### config.mk
export PLATFORM = sky130hd
export DESIGN_NAME = chdr_deframer
export DESIGN_NICKNAME = d
export VERILOG_FILES = /design/src/rtl/chdr_pkg.sv /design/src/rtl/chdr_hdr_decode.sv /design/src/rtl/chdr_deframer.sv
export SDC_FILE = /design/constraint.sdc
export NUM_CORES = 1
export LEC_CHECK = 0
export ABC_AREA = 1
export CORE_ASPECT_RATIO = 1.4
export CORE_MARGIN = 2
export CORE_UTILIZATION = 40
export CTS_CLUSTER_SIZE = 14
export DETAILED_ROUTE_END_ITERATION = 8
export GPL_TIMING_DRIVEN = 0
export HOLD_SLACK_MARGIN = 0.12
export PLACE_DENSITY = 0.74
export SLEW_MARGIN = 20
export SYNTH_ARGS = -nofsm -noshare
export SYNTH_HDL_FRONTEND = slang
export SYNTH_HIERARCHICAL = 1
export SYNTH_SLANG_ARGS = --single-unit
### constraint.sdc
create_clock -name clk -period 2.7 [get_ports clk]
set_input_delay 0.675 -clock clk [delete_from_list [all_inputs] [get_ports clk]]
set_output_delay 0.675 -clock clk [all_outputs]
set_load 0.1 [all_outputs]
### src/rtl/chdr_pkg.sv
// chdr_pkg -- shared definitions for the CHDR deframer.
//   Header bit positions, header/time line sizes in bytes, and the
//   deframer state encoding. Imported by chdr_hdr_decode and chdr_deframer.
package chdr_pkg;

  // CHDR header field positions (64-bit header line)
  localparam int HDR_HAS_TIME_BIT = 61;
  localparam int HDR_LEN_MSB      = 47;
  localparam int HDR_LEN_LSB      = 32;

  // Byte sizes of the header and optional time line, both counted in length
  localparam logic [15:0] HDR_BYTES  = 16'd8;
  localparam logic [15:0] TIME_BYTES = 16'd8;

  typedef enum logic [2:0] {
    ST_HEAD = 3'd0,
    ST_TIME = 3'd1,
    ST_HI   = 3'd2,
    ST_LO   = 3'd3,
    ST_DROP = 3'd4
  } state_e;

endpackage

### src/rtl/chdr_hdr_decode.sv
// chdr_hdr_decode -- combinational CHDR header field extraction.
//   hdr_i        : raw 64-bit header line
//   hdr_o        : the same header, handed back for capture by the caller
//   has_time_o   : header carries a time line
//   n_samples_o  : number of 32-bit payload samples, 0 on underflow
//   misaligned_o : length is not a multiple of 4 bytes
module chdr_hdr_decode
  import chdr_pkg::*;
(
  input  logic [63:0] hdr_i,
  output logic [63:0] hdr_o,
  output logic        has_time_o,
  output logic [15:0] n_samples_o,
  output logic        misaligned_o
);

  logic [15:0] length;
  logic [15:0] overhead;
  logic [15:0] payload;

  always_comb begin
    hdr_o        = hdr_i;
    has_time_o   = hdr_i[HDR_HAS_TIME_BIT];
    length       = hdr_i[HDR_LEN_MSB:HDR_LEN_LSB];
    overhead     = has_time_o ? (HDR_BYTES + TIME_BYTES) : HDR_BYTES;
    payload      = length - overhead;
    // A length shorter than the header (and time) would wrap; call it empty.
    n_samples_o  = (length < overhead) ? 16'd0 : {2'b00, payload[15:2]};
    misaligned_o = |length[1:0];
  end

endmodule

### src/rtl/chdr_deframer.sv
// chdr_deframer -- splits 64-bit CHDR packet lines into 32-bit samples.
//   clk, reset_n (sync, active-low), clear (sync flush to HEAD)
//   i_tdata/i_tlast/i_tvalid/i_tready : CHDR line input (AXI-stream)
//   o_tdata/o_tlast/o_tvalid/o_tready : payload sample output (AXI-stream)
//   o_tuser : {header, time} of the current packet, stable for the packet
//   err     : one-cycle pulse per malformed packet
//   CHECK_LENGTH=1 cross-checks the header length against i_tlast;
//   CHECK_LENGTH=0 lets i_tlast alone delimit packets.
// The sample path is combinational: a line is consumed in the same cycle
// its last emitted half transfers.
module chdr_deframer
  import chdr_pkg::*;
#(
  parameter bit CHECK_LENGTH = 1'b1
) (
  input  logic         clk,
  input  logic         reset_n,
  input  logic         clear,
  input  logic [63:0]  i_tdata,
  input  logic         i_tlast,
  input  logic         i_tvalid,
  output logic         i_tready,
  output logic [31:0]  o_tdata,
  output logic [127:0] o_tuser,
  output logic         o_tlast,
  output logic         o_tvalid,
  input  logic         o_tready,
  output logic         err
);

  state_e      state_q, state_d;
  logic [63:0] hdr_q, hdr_d;
  logic [63:0] time_q, time_d;
  logic [15:0] n_q, n_d;        // samples in this packet
  logic [15:0] cnt_q, cnt_d;    // samples emitted so far
  logic        err_q, err_d;
  logic        err_done_q, err_done_d;

  logic [63:0] dec_hdr;
  logic        dec_has_time;
  logic [15:0] dec_n;
  logic        dec_misaligned;

  logic        last_sample;
  logic        out_fire;
  logic        hdr_acc;
  logic        bad_evt;
  logic        bad;

  chdr_hdr_decode u_decode (
    .hdr_i        (i_tdata),
    .hdr_o        (dec_hdr),
    .has_time_o   (dec_has_time),
    .n_samples_o  (dec_n),
    .misaligned_o (dec_misaligned)
  );

  // NOTE: every signal driven here gets a default first so no path can
  // leave one unassigned and infer a latch.
  always_comb begin
    state_d  = state_q;
    hdr_d    = hdr_q;
    time_d   = time_q;
    n_d      = n_q;
    cnt_d    = cnt_q;
    hdr_acc  = 1'b0;
    bad_evt  = 1'b0;
    i_tready = 1'b0;
    o_tvalid = 1'b0;
    o_tlast  = 1'b0;
    o_tdata  = '0;

    last_sample = ((cnt_q + 16'd1) == n_q);
    out_fire    = i_tvalid && o_tready;

    unique case (state_q)
      ST_HEAD: begin
        i_tready = 1'b1;
        if (i_tvalid) begin
          hdr_acc = 1'b1;
          hdr_d   = dec_hdr;
          time_d  = '0;
          n_d     = dec_n;
          cnt_d   = '0;
          bad_evt = dec_misaligned;
          if (dec_has_time) begin
            if (i_tlast) begin
              bad_evt = 1'b1;
              state_d = ST_HEAD;
            end else begin
              state_d = ST_TIME;
            end
          end else if (CHECK_LENGTH && dec_n == 16'd0) begin
            // Empty packet: a header-only line ending here is complete.
            state_d = i_tlast ? ST_HEAD : ST_DROP;
          end else if (i_tlast) begin
            bad_evt = 1'b1;
            state_d = ST_HEAD;
          end else begin
            state_d = ST_HI;
          end
        end
      end

      ST_TIME: begin
        i_tready = 1'b1;
        if (i_tvalid) begin
          time_d = i_tdata;
          if (CHECK_LENGTH && n_q == 16'd0) begin
            state_d = i_tlast ? ST_HEAD : ST_DROP;
          end else if (i_tlast) begin
            bad_evt = 1'b1;
            state_d = ST_HEAD;
          end else begin
            state_d = ST_HI;
          end
        end
      end

      ST_HI: begin
        o_tdata  = i_tdata[63:32];
        o_tvalid = i_tvalid;
        if (CHECK_LENGTH && last_sample) begin
          // Odd sample count: the lower half of this line is discarded.
          o_tlast  = 1'b1;
          i_tready = o_tready;
          if (out_fire) begin
            cnt_d = cnt_q + 16'd1;
            if (i_tlast) begin
              state_d = ST_HEAD;
            end else begin
              bad_evt = 1'b1;
              state_d = ST_DROP;
            end
          end
        end else if (out_fire) begin
          cnt_d   = cnt_q + 16'd1;
          state_d = ST_LO;
        end
      end

      ST_LO: begin
        o_tdata  = i_tdata[31:0];
        o_tvalid = i_tvalid;
        i_tready = o_tready;
        if (CHECK_LENGTH) begin
          o_tlast = last_sample || i_tlast;
          if (out_fire) begin
            cnt_d = cnt_q + 16'd1;
            if (last_sample) begin
              bad_evt = !i_tlast;
              state_d = i_tlast ? ST_HEAD : ST_DROP;
            end else if (i_tlast) begin
              bad_evt = 1'b1;
              state_d = ST_HEAD;
            end else begin
              state_d = ST_HI;
            end
          end
        end else begin
          o_tlast = i_tlast;
          if (out_fire) begin
            cnt_d   = cnt_q + 16'd1;
            state_d = i_tlast ? ST_HEAD : ST_HI;
          end
        end
      end

      ST_DROP: begin
        i_tready = 1'b1;
        if (i_tvalid && i_tlast) begin
          state_d = ST_HEAD;
        end
      end

      default: begin
        state_d = ST_HEAD;
      end
    endcase

    // Only one err pulse per packet; a new header re-arms it.
    bad        = bad_evt && CHECK_LENGTH;
    err_d      = bad && (hdr_acc || !err_done_q);
    err_done_d = hdr_acc ? bad : (err_done_q || bad);
  end

  // NOTE: sequential state uses non-blocking assignments only, so every
  // register samples its pre-edge next-state value.
  always_ff @(posedge clk) begin
    if (!reset_n || clear) begin
      // NOTE: the header and time registers are reset as well because they
      // drive o_tuser, which must read zero after reset.
      state_q    <= ST_HEAD;
      hdr_q      <= '0;
      time_q     <= '0;
      n_q        <= '0;
      cnt_q      <= '0;
      err_q      <= 1'b0;
      err_done_q <= 1'b0;
    end else begin
      state_q    <= state_d;
      hdr_q      <= hdr_d;
      time_q     <= time_d;
      n_q        <= n_d;
      cnt_q      <= cnt_d;
      err_q      <= err_d;
      err_done_q <= err_done_d;
    end
  end

  assign o_tuser = {hdr_q, time_q};
  assign err     = err_q;

endmodule

==> impl_metrics.toml <==
[grt]
antenna_found_initial = 0
grt_overflow = 0
grt.total_usage_pct = 28.33
grt_pass1_wl_mm = 48.60
grt_pass1_vias = 8858
grt_max_degree = 19

[pwr]
irDropWorstVdd_v = 0.0004379
p_leak_nw = 4.667
swShare_pct = 33.18
power_density_nw_per_um2 = 494.6
clkPwrFrac_pct = 39.4
p_int_mw = 4.110
p_switching_mw = 2.042
p_comb_share_pct = 19.9
totalPowerFinal_mw = 6.152
sequentialPowerShare_pct = 40.7

[setup_path]
path_class = "reg2out"
cp_max_fo = 4
cp-end-kind = "primary output"
crit_required_ns = 2.03
worst_path_max_delay_cell = "dfxtp_4"
crit_chain = "ha_4 -> nand2_4 -> nor2_4 -> buf_6 -> nand3_2 -> nand3_2 -> nand3_2 -> nor4_4 -> nand3_1 -> nor2_2 -> inv_2 -> ha_4 -> o21ai_4 -> buf_12"
setup.worst_path.start_class = "flop"
crit_top_cell = "nand3_2"
cp.arrival_ns = 2.88
slowest_delay_ns = 0.38

[routing]
drc = 0
drtIter0Drc = 702
vias = 9276
drtPass1Iterations = 7
vias_per_cell = 5.437
drt_wl_total_mm = 32.36
postRouteAntennaNets = 0
post_drt_wl_per_cell_um = 18.97

[synthesis]
syn_avg_cell_area_um2 = 7.154
synth_cell_types = 37
ys_seq_area_share_pct = 39.74
ys_warn_count = 6
ys_seq_elements = 165
netlist_area_um2 = 8313
syn-instance-count = 1162

[timing]
final-max-slew-violation-count = 0
min_period_ns = 3.553
fin_skew_ns = 0.01080
worst_pin_slew_ns = 1.085
fmax_mhz = 281.5
rsz0062_at_grt = "true"
setup-tns-final_ns = -1.616
slew_headroom_pct = 27.42
setup_viol = 3
final_hold_viol_count = 0
period_share_pct = 131.6
hold_ws_ns = 0.4630
setup_slack_ns = -0.8530

[layout]
seqCellArea_um2 = 3319
fillers = 1816
multi_input_area_um2 = 4294
final_common_cell = "nand2_1"
nets = 1513
area_growth_syn_to_layout_pct = 49.64
fin_area_um2 = 12440
drive_above_1_share_pct = 21.17
layout_common_cells = "nand2_1, clkdlybuf4s50_1, nand3_1, a21oi_1, dfxtp_1"
antenna_cells = 0

[clock_tree]
path_clk_slew_ns = 0.07
clock_path_buffers = 2
cts_root_buf = "clkbuf_16"
cts_tree = "yes"
cts_inserted_buffers = 17
clk_latency_ns = 0.44
cts.sinks = 165
cts-htree-levels = 4

[place]
dpl_cell_area_um2 = 11080
dp_hpwl_mm = 23.96
port_buffers = 233
place_congestion = 0.9215

[floorplanning]
die_area_um2 = 21970
row_count = 62
start_util_pct = 40.59
die_h_um = 174.6
die-width_um = 125.8
ios = 234
core_area_um2 = 20480

[run_status]
status = "finished, violations left"
violations = "negative setup slack"

[flow_run]
maxCapViolations = 0

[hold_path]
hold_path.class = "reg2reg"
[what timing repair did]
action | in CTS | in global routing
pin swaps | 20 | 35
gates resized for setup | 320 | 104
hold buffers | 0 | 0
setup buffers | 13 | 10
endpoints found under the hold margin | 0 | 0
setup endpoints to repair | 46 | 36
gates cloned | 1 | 0
[power groups by stage]
stage	combinational [mW]	sequential, mW	clock (mW)
global placement	1.13	2.56	0
finish	1.22	2.51	2.42
floorplan	0.486	2.82	0
detailed placement	1.14	2.56	0
CTS	1.16	2.51	2.44
global route	1.28	2.51	2.53
[worst max-delay path: cells and delay by family, from the launching register on]
kind	cells	cell delay, ns
simple gates	8	1.17
fa+ha+maj	2	0.33
compound gates	1	0.16
flops	1	0.38
buf+inv	3	0.38
[Yosys cell counts, drive strengths merged]
| cell | number | area, um^2 |
|---|---|---|
| a31oi | 1 | 6.260 |
| nand2 | 266 | 1028 |
| a22oi | 1 | 7.510 |
| xor2 | 6 | 52.55 |
| a21oi | 168 | 840.8 |
| nor3 | 3 | 15.01 |
| nor2 | 73 | 379.1 |
| dfxtp | 165 | 3303 |
| a22o | 32 | 280.3 |
| nand4 | 11 | 68.82 |
| conb | 1 | 3.750 |
| clkinv | 1 | 3.750 |
| nor3b | 1 | 7.510 |
| or2 | 3 | 18.77 |
| nand3b | 1 | 7.510 |
| ha | 5 | 62.56 |
| o211ai | 3 | 22.52 |
| o21ai | 27 | 135.1 |
| xnor3 | 2 | 45.04 |
| buf | 83 | 579.3 |
| fa | 1 | 20.02 |
| nand3 | 183 | 935.9 |
| and2 | 1 | 6.260 |
| o22ai | 1 | 6.260 |
| inv | 65 | 251.5 |
| clkbuf | 55 | 206.5 |
| nor4 | 3 | 18.77 |
[area by class of cell]
type                       count  area share, %
buffer                       137          6.719
clock buffer                  17          3.420
clock inverter                15          1.247
inverter                      66          2.193
multi-input combinational    795          34.52
sequential                   165          26.68
tap                          256          2.575
timing repair buffer         255          22.64
[cells by family (layout without fill, tap and decap cells)]
logic type | Yosys count | after routing | share of synthesized area, %
xor gates and xnor gates | 8 | 8 | 1.174
AOI/OAI and AO/OA | 233 | 233 | 15.62
and+or+nand+nor | 545 | 546 | 29.91
other | 1 | 2 | 0.04511
DFF | 165 | 165 | 39.74
adders and majority gates | 6 | 6 | 0.9934
buffers and inverters | 204 | 490 | 12.52
[per-stage QoR]
step / utilization [%] / worst slack [ns] / std cells
finish: 60.74 / -0.8530 / 1706
global route: 60.74 / -0.9806 / 1706
CTS: 58.54 / -0.8125 / 1698
detailed placement: 54.11 / -1.383 / 1652
global placement: 54.11 / -1.358 / 1652
floorplan: - / -0.2474 / 1163
[flip-flops by register name (all words and copies together) (netlist names)]
name / cells
time_q: 64
err: 1
hdr_q: 64
state_q: 3
err_done_q: 1
n_q: 16
cnt_q: 16
[worst paths after layout]
| kind | slack [ns] | cells after the start | endpoint | from |
|---|---|---|---|---|
| min | 0.46 | 2 | hdr_q[55] | hdr_q[55] |
| min reg2reg | 0.46 | 2 | hdr_q[55] | hdr_q[55] |
| max reg2reg | -0.05 | 18 | err_done_q | cnt_q[1] |
| max | -0.85 | 14 | o_tlast | cnt_q[1] |
[metal layers]
metal / up-vias / GRT usage [%] / part of all wire [%]
li1: 4367 / - / -
met1: 4368 / 31.24 / 36
met5: - / 0 / 0
met2: 428 / 50.52 / 51
met3: 113 / 6.675 / 7.7
met4: 0 / 14.38 / 5.0
Power figures use the tool's default switching activity.
